$ cat config.mk
export PLATFORM = sky130hd
export DESIGN_NAME = led_mode_ctrl
export DESIGN_NICKNAME = d
export VERILOG_FILES = /design/src/rtl/led_ctrl_pkg.sv /design/src/rtl/led_toggle_timer.sv /design/src/rtl/led_mode_ctrl.sv
export SDC_FILE = /design/constraint.sdc
export NUM_CORES = 1
export LEC_CHECK = 0
export ABC_AREA = 1
export CORE_UTILIZATION = 52
export CTS_CLUSTER_DIAMETER = 200
export DETAILED_ROUTE_END_ITERATION = 8
export PLACE_DENSITY_LB_ADDON = 0.12
export SLEW_MARGIN = 20
export SYNTH_ARGS = -nofsm -noshare
export SYNTH_HDL_FRONTEND = slang
export SYNTH_HIERARCHICAL = 1
export SYNTH_SLANG_ARGS = --single-unit
$ cat constraint.sdc
create_clock -name clock -period 2.3 [get_ports clock]
set_input_delay 0.23 -clock clock [delete_from_list [all_inputs] [get_ports clock]]
set_output_delay 0.23 -clock clock [all_outputs]
set_load 0.01 [all_outputs]
$ cat src/rtl/led_ctrl_pkg.sv
// Shared types and helpers for the board LED mode controller.
package led_ctrl_pkg;

  typedef enum logic [1:0] {
    MODE_OFF        = 2'd0,
    MODE_ON         = 2'd1,
    MODE_BLINK_SLOW = 2'd2,
    MODE_BLINK_FAST = 2'd3
  } mode_t;

  function automatic mode_t next_mode(input mode_t cur);
    case (cur)
      MODE_OFF:        return MODE_ON;
      MODE_ON:         return MODE_BLINK_SLOW;
      MODE_BLINK_SLOW: return MODE_BLINK_FAST;
      default:         return MODE_OFF;
    endcase
  endfunction

  // LED level a mode starts with; blink modes start lit.
  function automatic logic entry_led(input mode_t m);
    return (m != MODE_OFF);
  endfunction

endpackage

$ cat src/rtl/led_toggle_timer.sv
// Loadable up-counter that pulses tick for one cycle at terminal_count and wraps to 0.
module led_toggle_timer #(
  parameter int W = 4
) (
  input  logic         clock,
  input  logic         reset_s2_n,
  input  logic         clear,
  input  logic         enable,
  input  logic [W-1:0] terminal_count,
  output logic         tick
);

  logic [W-1:0] count_reg;

  assign tick = enable && (count_reg == terminal_count);

  // Outside the blink modes the count rests at 0 so the next entry starts a full half-period.
  always_ff @(posedge clock or negedge reset_s2_n) begin
    if (!reset_s2_n) begin
      count_reg <= '0;
    end else if (clear || !enable || tick) begin
      count_reg <= '0;
    end else begin
      count_reg <= count_reg + 1'b1;
    end
  end

endmodule

$ cat src/rtl/led_mode_ctrl.sv
// Board LED mode controller: each accepted press steps OFF->ON->BLINK_SLOW->BLINK_FAST->OFF.
// Optional press lockout window is built when LED_LOCKOUT_EN is defined.
module led_mode_ctrl
  import led_ctrl_pkg::*;
#(
  parameter int SLOW_TOGGLE_CYCLES = 12_500_000,
  parameter int FAST_TOGGLE_CYCLES = 2_500_000,
  parameter int LOCKOUT_CYCLES     = 1_000_000
) (
  input  logic       clock,
  input  logic       reset_s2_n,
  input  logic       button_pressed_s2,
  output logic       led,
  output logic [1:0] mode
);

  localparam int MAX_N = (SLOW_TOGGLE_CYCLES > FAST_TOGGLE_CYCLES) ?
                         SLOW_TOGGLE_CYCLES : FAST_TOGGLE_CYCLES;
  localparam int CW    = $clog2(MAX_N);

  if (SLOW_TOGGLE_CYCLES < 2 || FAST_TOGGLE_CYCLES < 2 || LOCKOUT_CYCLES < 1) begin : g_bad_param
    $error("led_mode_ctrl: toggle periods must be >= 2 and lockout >= 1");
  end

  mode_t        mode_reg, mode_next;
  logic         led_reg, led_next;
  logic         locked;
  logic         accept;
  logic         blink_en;
  logic         tick;
  logic [CW-1:0] terminal_count;

  assign accept         = button_pressed_s2 && !locked;
  assign blink_en       = (mode_reg == MODE_BLINK_SLOW) || (mode_reg == MODE_BLINK_FAST);
  assign terminal_count = (mode_reg == MODE_BLINK_FAST) ? CW'(FAST_TOGGLE_CYCLES - 1) :
                                                          CW'(SLOW_TOGGLE_CYCLES - 1);

  led_toggle_timer #(
    .W(CW)
  ) u_timer (
    .clock          (clock),
    .reset_s2_n     (reset_s2_n),
    .clear          (accept),
    .enable         (blink_en),
    .terminal_count (terminal_count),
    .tick           (tick)
  );

`ifdef LED_LOCKOUT_EN
  localparam int LW = $clog2(LOCKOUT_CYCLES + 1);
  logic [LW-1:0] lock_cnt_reg;

  assign locked = (lock_cnt_reg != '0);

  // Loaded on acceptance; the press arriving once it has drained to 0 is taken.
  always_ff @(posedge clock or negedge reset_s2_n) begin
    if (!reset_s2_n) begin
      lock_cnt_reg <= '0;
    end else if (accept) begin
      lock_cnt_reg <= LW'(LOCKOUT_CYCLES);
    end else if (locked) begin
      lock_cnt_reg <= lock_cnt_reg - 1'b1;
    end
  end
`else
  assign locked = 1'b0;
`endif

  always_ff @(posedge clock or negedge reset_s2_n) begin
    if (!reset_s2_n) begin
      mode_reg <= MODE_OFF;
      led_reg  <= 1'b0;
    end else begin
      mode_reg <= mode_next;
      led_reg  <= led_next;
    end
  end

  // A press outranks a coincident terminal count: the new mode's entry level wins.
  always_comb begin
    mode_next = mode_reg;
    led_next  = led_reg;
    if (accept) begin
      mode_next = next_mode(mode_reg);
      led_next  = entry_led(mode_next);
    end else if (tick) begin
      led_next = ~led_reg;
    end
  end

  assign led  = led_reg;
  assign mode = mode_reg;

endmodule
# Yosys cells after proc, flatten, opt, wreduce, memory -nomap -nowiden

Cells that the tools add are included.

Multiplexer cells: 6
Equality and inequality tests: 4
Reductions and logical operators: 8
Bitwise gates (word level): 1
$add $sub $neg: 1

Operators by type and width:

| kind                    | count |
|---|---|
| $mux W24                | 2 |
| $add A24 B1 Y24 const B | 1 |
| $eq A24 B24 Y1          | 1 |
| $pmux W2 S3             | 1 |
| $eq A2 B2 Y1 const B    | 2 |
| $reduce_bool A2 Y1      | 2 |
| $logic_or A1 B1 Y1      | 3 |
| $eq A2 B1 Y1 const B    | 1 |
| $logic_not A2 Y1        | 1 |
| $mux W1                 | 2 |
| $mux W2                 | 1 |
| $logic_and A1 B1 Y1     | 1 |
| $logic_not A1 Y1        | 1 |
| $not A1 Y1              | 1 |

Register bits after elaboration: 27
Input bits: 3
Output and inout bits: 3

# Longest topological paths before layout

Depth after elaboration: 6
Depth in mapped cells: 14

# By module

The synthesis kept the hierarchy.

Modules (own cells, without submodules):

| module           | times used | cells an instance | area an instance (um^2) |
|---|---|---|---|
| led_toggle_timer | 1          | 316               | 1921.8 |
| led_mode_ctrl    | 1          | 26                | 202.7 |

# Least setup slack after synthesis

OpenSTA, ideal clock, no wires.

Path kind: reg-to-reg
From: register mode_reg[0], in the netlist mode[0]
To: register led_reg, in the netlist led
Data arrival time: 1.680 ns
Clock period less this slack: 1.797 ns
Required time: 2.184 ns
Slack: 0.503 ns
Cell stages (with the launch flop): 15
Library setup time: 0.116 ns
Cells stage by stage: dfrtp_1 ha_1 inv_1 inv_1 nand2_1 nand2_1 nor2_1 and2_2 nand4_1 nor2_1 inv_1 nand2_1 nand2_1 nand2_1 nand2_1

Cells in the longest elaborated chain, start to end: 5
Elaborated cells between the ends (all ways): 13
Classes of those cells: 4 x eq/ne; 4 x mux; 5 x reduce/logical

Ends and longest elaborated chain:

| element                             | line                   | RTL |
|---|---|---|
| from (decl)                         | led_mode_ctrl.sv:25    | `mode_t mode_reg, mode_next;` |
| from (signal assigned)              | led_mode_ctrl.sv:74    | `mode_reg <= mode_next;` |
| $eq A2 B2 Y1                        | led_mode_ctrl.sv:35    | `assign terminal_count = (mode_reg == MODE_BLINK_FAST) ? CW'(FAST_TOGGLE_CYCLES - 1) :` |
| $mux W24                            | led_mode_ctrl.sv:35    |  |
| via terminal_count[11]              | led_mode_ctrl.sv:31    | `logic [CW-1:0] terminal_count;` |
| $eq A24 B24 Y1                      | led_toggle_timer.sv:15 | `assign tick = enable && (count_reg == terminal_count);` |
| $logic_and A1 B1 Y1                 | led_toggle_timer.sv:15 |  |
| via tick                            | led_mode_ctrl.sv:30    | `logic tick;` |
| $reduce_bool A2 Y1 (no source line) | -                      |  |
| to (signal assigned)                | led_mode_ctrl.sv:75    | `led_reg <= led_next;` |
| to (decl)                           | led_mode_ctrl.sv:26    | `logic led_reg, led_next;` |

The timed path passes the listed nets, and every way through them passes these cells. The select of a mux whose other input is x is not followed.
A chain may end at the register's enable or synchronous reset.

# Worst setup path in the final report

From: register mode_reg[1], in the netlist mode[1]
To: register led_reg, in the netlist led

Same word-level chain as after synthesis.

==> flow_summary.toml <==
[outcome]
status = "complete, no violations"

[cts]
cts_resized = 0
postCtsSetupRepairBufs = 0
cts_root_buf = "clkbuf_8"
clk_pin_slew_ns = 0.10
h-tree-depth = 1
numCtsBuffers = 3
cts.path.max_buffers = 2
clock-sinks = 27
cts_hold_buf = 0
clk_latency_ns = 0.27
cts_tree = "yes"

[synthesis]
synthCells = 342
synth-xor-area-share = 0.0660
synth-compound-area-share = 0.0283
synthMuxAreaShare = 0
synth_area_leaders = "dfrtp_1, nand2_1, nor2_1"
synth_top_family_by_area = "simple AND/OR/NAND/NOR gates"
synthAdderAreaFrac = 0.0294
ys_async_sr_fraction = 1.00
avgSynthCellArea_um2 = 6.21
synth_top_area_cell = "dfrtp_1"
yosysSeqAreaShare = 0.318
synth.distinct_cells = 25
synthSimpleGateAreaFrac = 0.445
ys_seq_elements = 27
synth.most_common_cell = "nand2_1"
synth_top_area_share = 0.318
synth_top_flop_cell = "dfrtp_1"
yosysWarnings = 6
synth_edf_count = 0
synth_common_cells = "nand2_1, nor2_1, inv_1"
syn-cell-area_um2 = 2120

[floorplan]
die_h_um = 65.9
rows = 22
die_w_um = 65.9
core_area_um2 = 3800
design.die.area_um2 = 4350
ioPinCount = 6
start_util = 0.559

[run]
maxCapViolCount = 0

[layout]
seq_area_um2 = 676
area_growth_pct = 12.4
num-nets-final = 390
layout-drive-gt1-share = 0.0525
fill_cells = 382
antenna_cells = 0
utilization = 0.629
multi_input_area_um2 = 1330
largest_reg_flops = 24

[critical_path]
r2r_setup_slack_ns = 0.30
end_kind = "flop"
critPathRequiredTime_ns = 2.48
r2r_cells = 14
crit_arrival_ns = 2.17
critPathLaunchType = "flop"
startpoint = "mode[1]$_DFFE_PN0P_"
r2r-end = "led$_DFFE_PN0P_"
worstSetupPathType = "flop to flop"
r2r-start = "mode[1]$_DFFE_PN0P_"
path_max_fanout = 13
crit_path_end = "led$_DFFE_PN0P_"

[power_and_ir_drop]
seqPwrFrac = 0.425
p_per_area_nw_per_um2 = 539
p_sw_mw = 0.482
power_frac_comb = 0.358
ir_worst_vdd_v = 0.000320
p_leak_nw = 1.20
clkPwrFrac = 0.217
power.internal_mw = 0.804
p_sw_frac = 0.375

[timing]
slew_viol_final = 0
max_freq_ghz = 0.500
fin_worst_skew_ns = 0.00438
fin_setup_tns_ns = 0
finalHoldViolCount = 0
fin_crit_ns = 2.00
finalSetupViolCount = 0
period_share = 0.869
rsz0062_at_grt = "no"

[placement]
numPortBuffers = 5
gp_congestion = 0.960
dpl.hpwl_mm = 4.10

[route]
vias_per_cell = 4.77
wl_per_cell_um = 12.0
ant_nets = 0
drc_errors = 0
drt-initial-drc-count = 172
num_vias = 2047
detail_route.wirelength_mm = 5.15
drtPass1Iterations = 4

[global_routing]
antenna_found_initial = 0
grt_pass1_wl_mm = 8.69
grt_max_degree = 28
grt.overflow.total = 0
track_usage = 0.268
grt_pass1_vias = 1908

[min_path]
hold_class = "input port to async pin"
==> cell usage in the layout, fill, tap and decap left out, types with 5 or more instances in the layout <==
cell type,n
nand2_1,115
nor2_1,59
inv_1,54
conb_1,31
dfrtp_1,27
nand3_1,18
xor2_1,13
o21ai_0,9
nor3_1,9
nand4_1,6
ha_1,5
clkdlybuf4s50_1,5
==> kinds of logic after synthesis <==
group	after synthesis
DFF	27
adders and majority gates	5
AOI/OAI and AO/OA	12
other	2
buffers and inverters	58
and+or+nand+nor	222
xor gates and xnor gates	16
==> cell type report <==
class                   count  area share
inverters                  56      0.0880
flip-flops and latches     27       0.283
clock buffers               4      0.0189
well taps                  48      0.0251
repair buffers              8      0.0304
multi-input cells         286       0.555
==> per-layer routing <==
layer | share of wire | global-route usage | wire length [µm] | up-vias
met4 | 0.011 | 0.0951 | 59 | 0
met5 | 0 | 0 | 0 | -
met2 | 0.45 | 0.418 | 2340 | 55
met1 | 0.47 | 0.360 | 2400 | 900
met3 | 0.067 | 0.0603 | 346 | 6
li1 | - | - | - | 1086
==> worst min path at each step <==
stage                                                from                               to  slack, ns  depth (start not counted)
after floorplan                                reset_s2_n                  led$_DFFE_PN0P_      -0.07                          0
after global placement                    led$_DFFE_PN0P_                  led$_DFFE_PN0P_       0.56                          4
after detailed placement  u_timer/count_reg[21]$_DFF_PN0_  u_timer/count_reg[21]$_DFF_PN0_       0.57                          3
after CTS                                      reset_s2_n                  led$_DFFE_PN0P_       0.34                          2
after global routing                           reset_s2_n                  led$_DFFE_PN0P_       0.35                          2
final                                          reset_s2_n                  led$_DFFE_PN0P_       0.33                          2
==> metrics by stage <==
stage	hold slack, ns	instance area, µm²	worst slack [ns]	total power, mW	cells
floorplan	-0.0656	2230	0.503	0.880	371
global placement	0.565	2340	0.339	1.01	425
detailed placement	0.572	2340	0.331	1.01	425
CTS	0.338	2390	0.306	1.30	429
global route	0.346	2390	0.0882	1.39	429
finish	0.330	2390	0.301	1.29	429
==> power groups by stage <==
stage | clock (mW) | sequential (mW) | combinational [mW]
after floorplan | 0 | 0.561 | 0.319
final | 0.279 | 0.547 | 0.461
after global placement | 0 | 0.554 | 0.457
after global routing | 0.306 | 0.555 | 0.527
after CTS | 0.294 | 0.548 | 0.458
after detailed placement | 0 | 0.558 | 0.456
==> worst max-delay path: stages, from the launching register on <==
cell and delay, ns:
dfrtp_1 0.44, ha_1 0.19, inv_1 0.30, inv_1 0.07, nand2_1 0.07, nand2_1 0.06
nor2_1 0.13, and2_2 0.15, nand4_1 0.08, nor2_1 0.16, inv_1 0.05, nand2_1 0.05
nand2_1 0.04, nand2_1 0.05, nand2_1 0.04
Power figures use the tool's default switching activity.
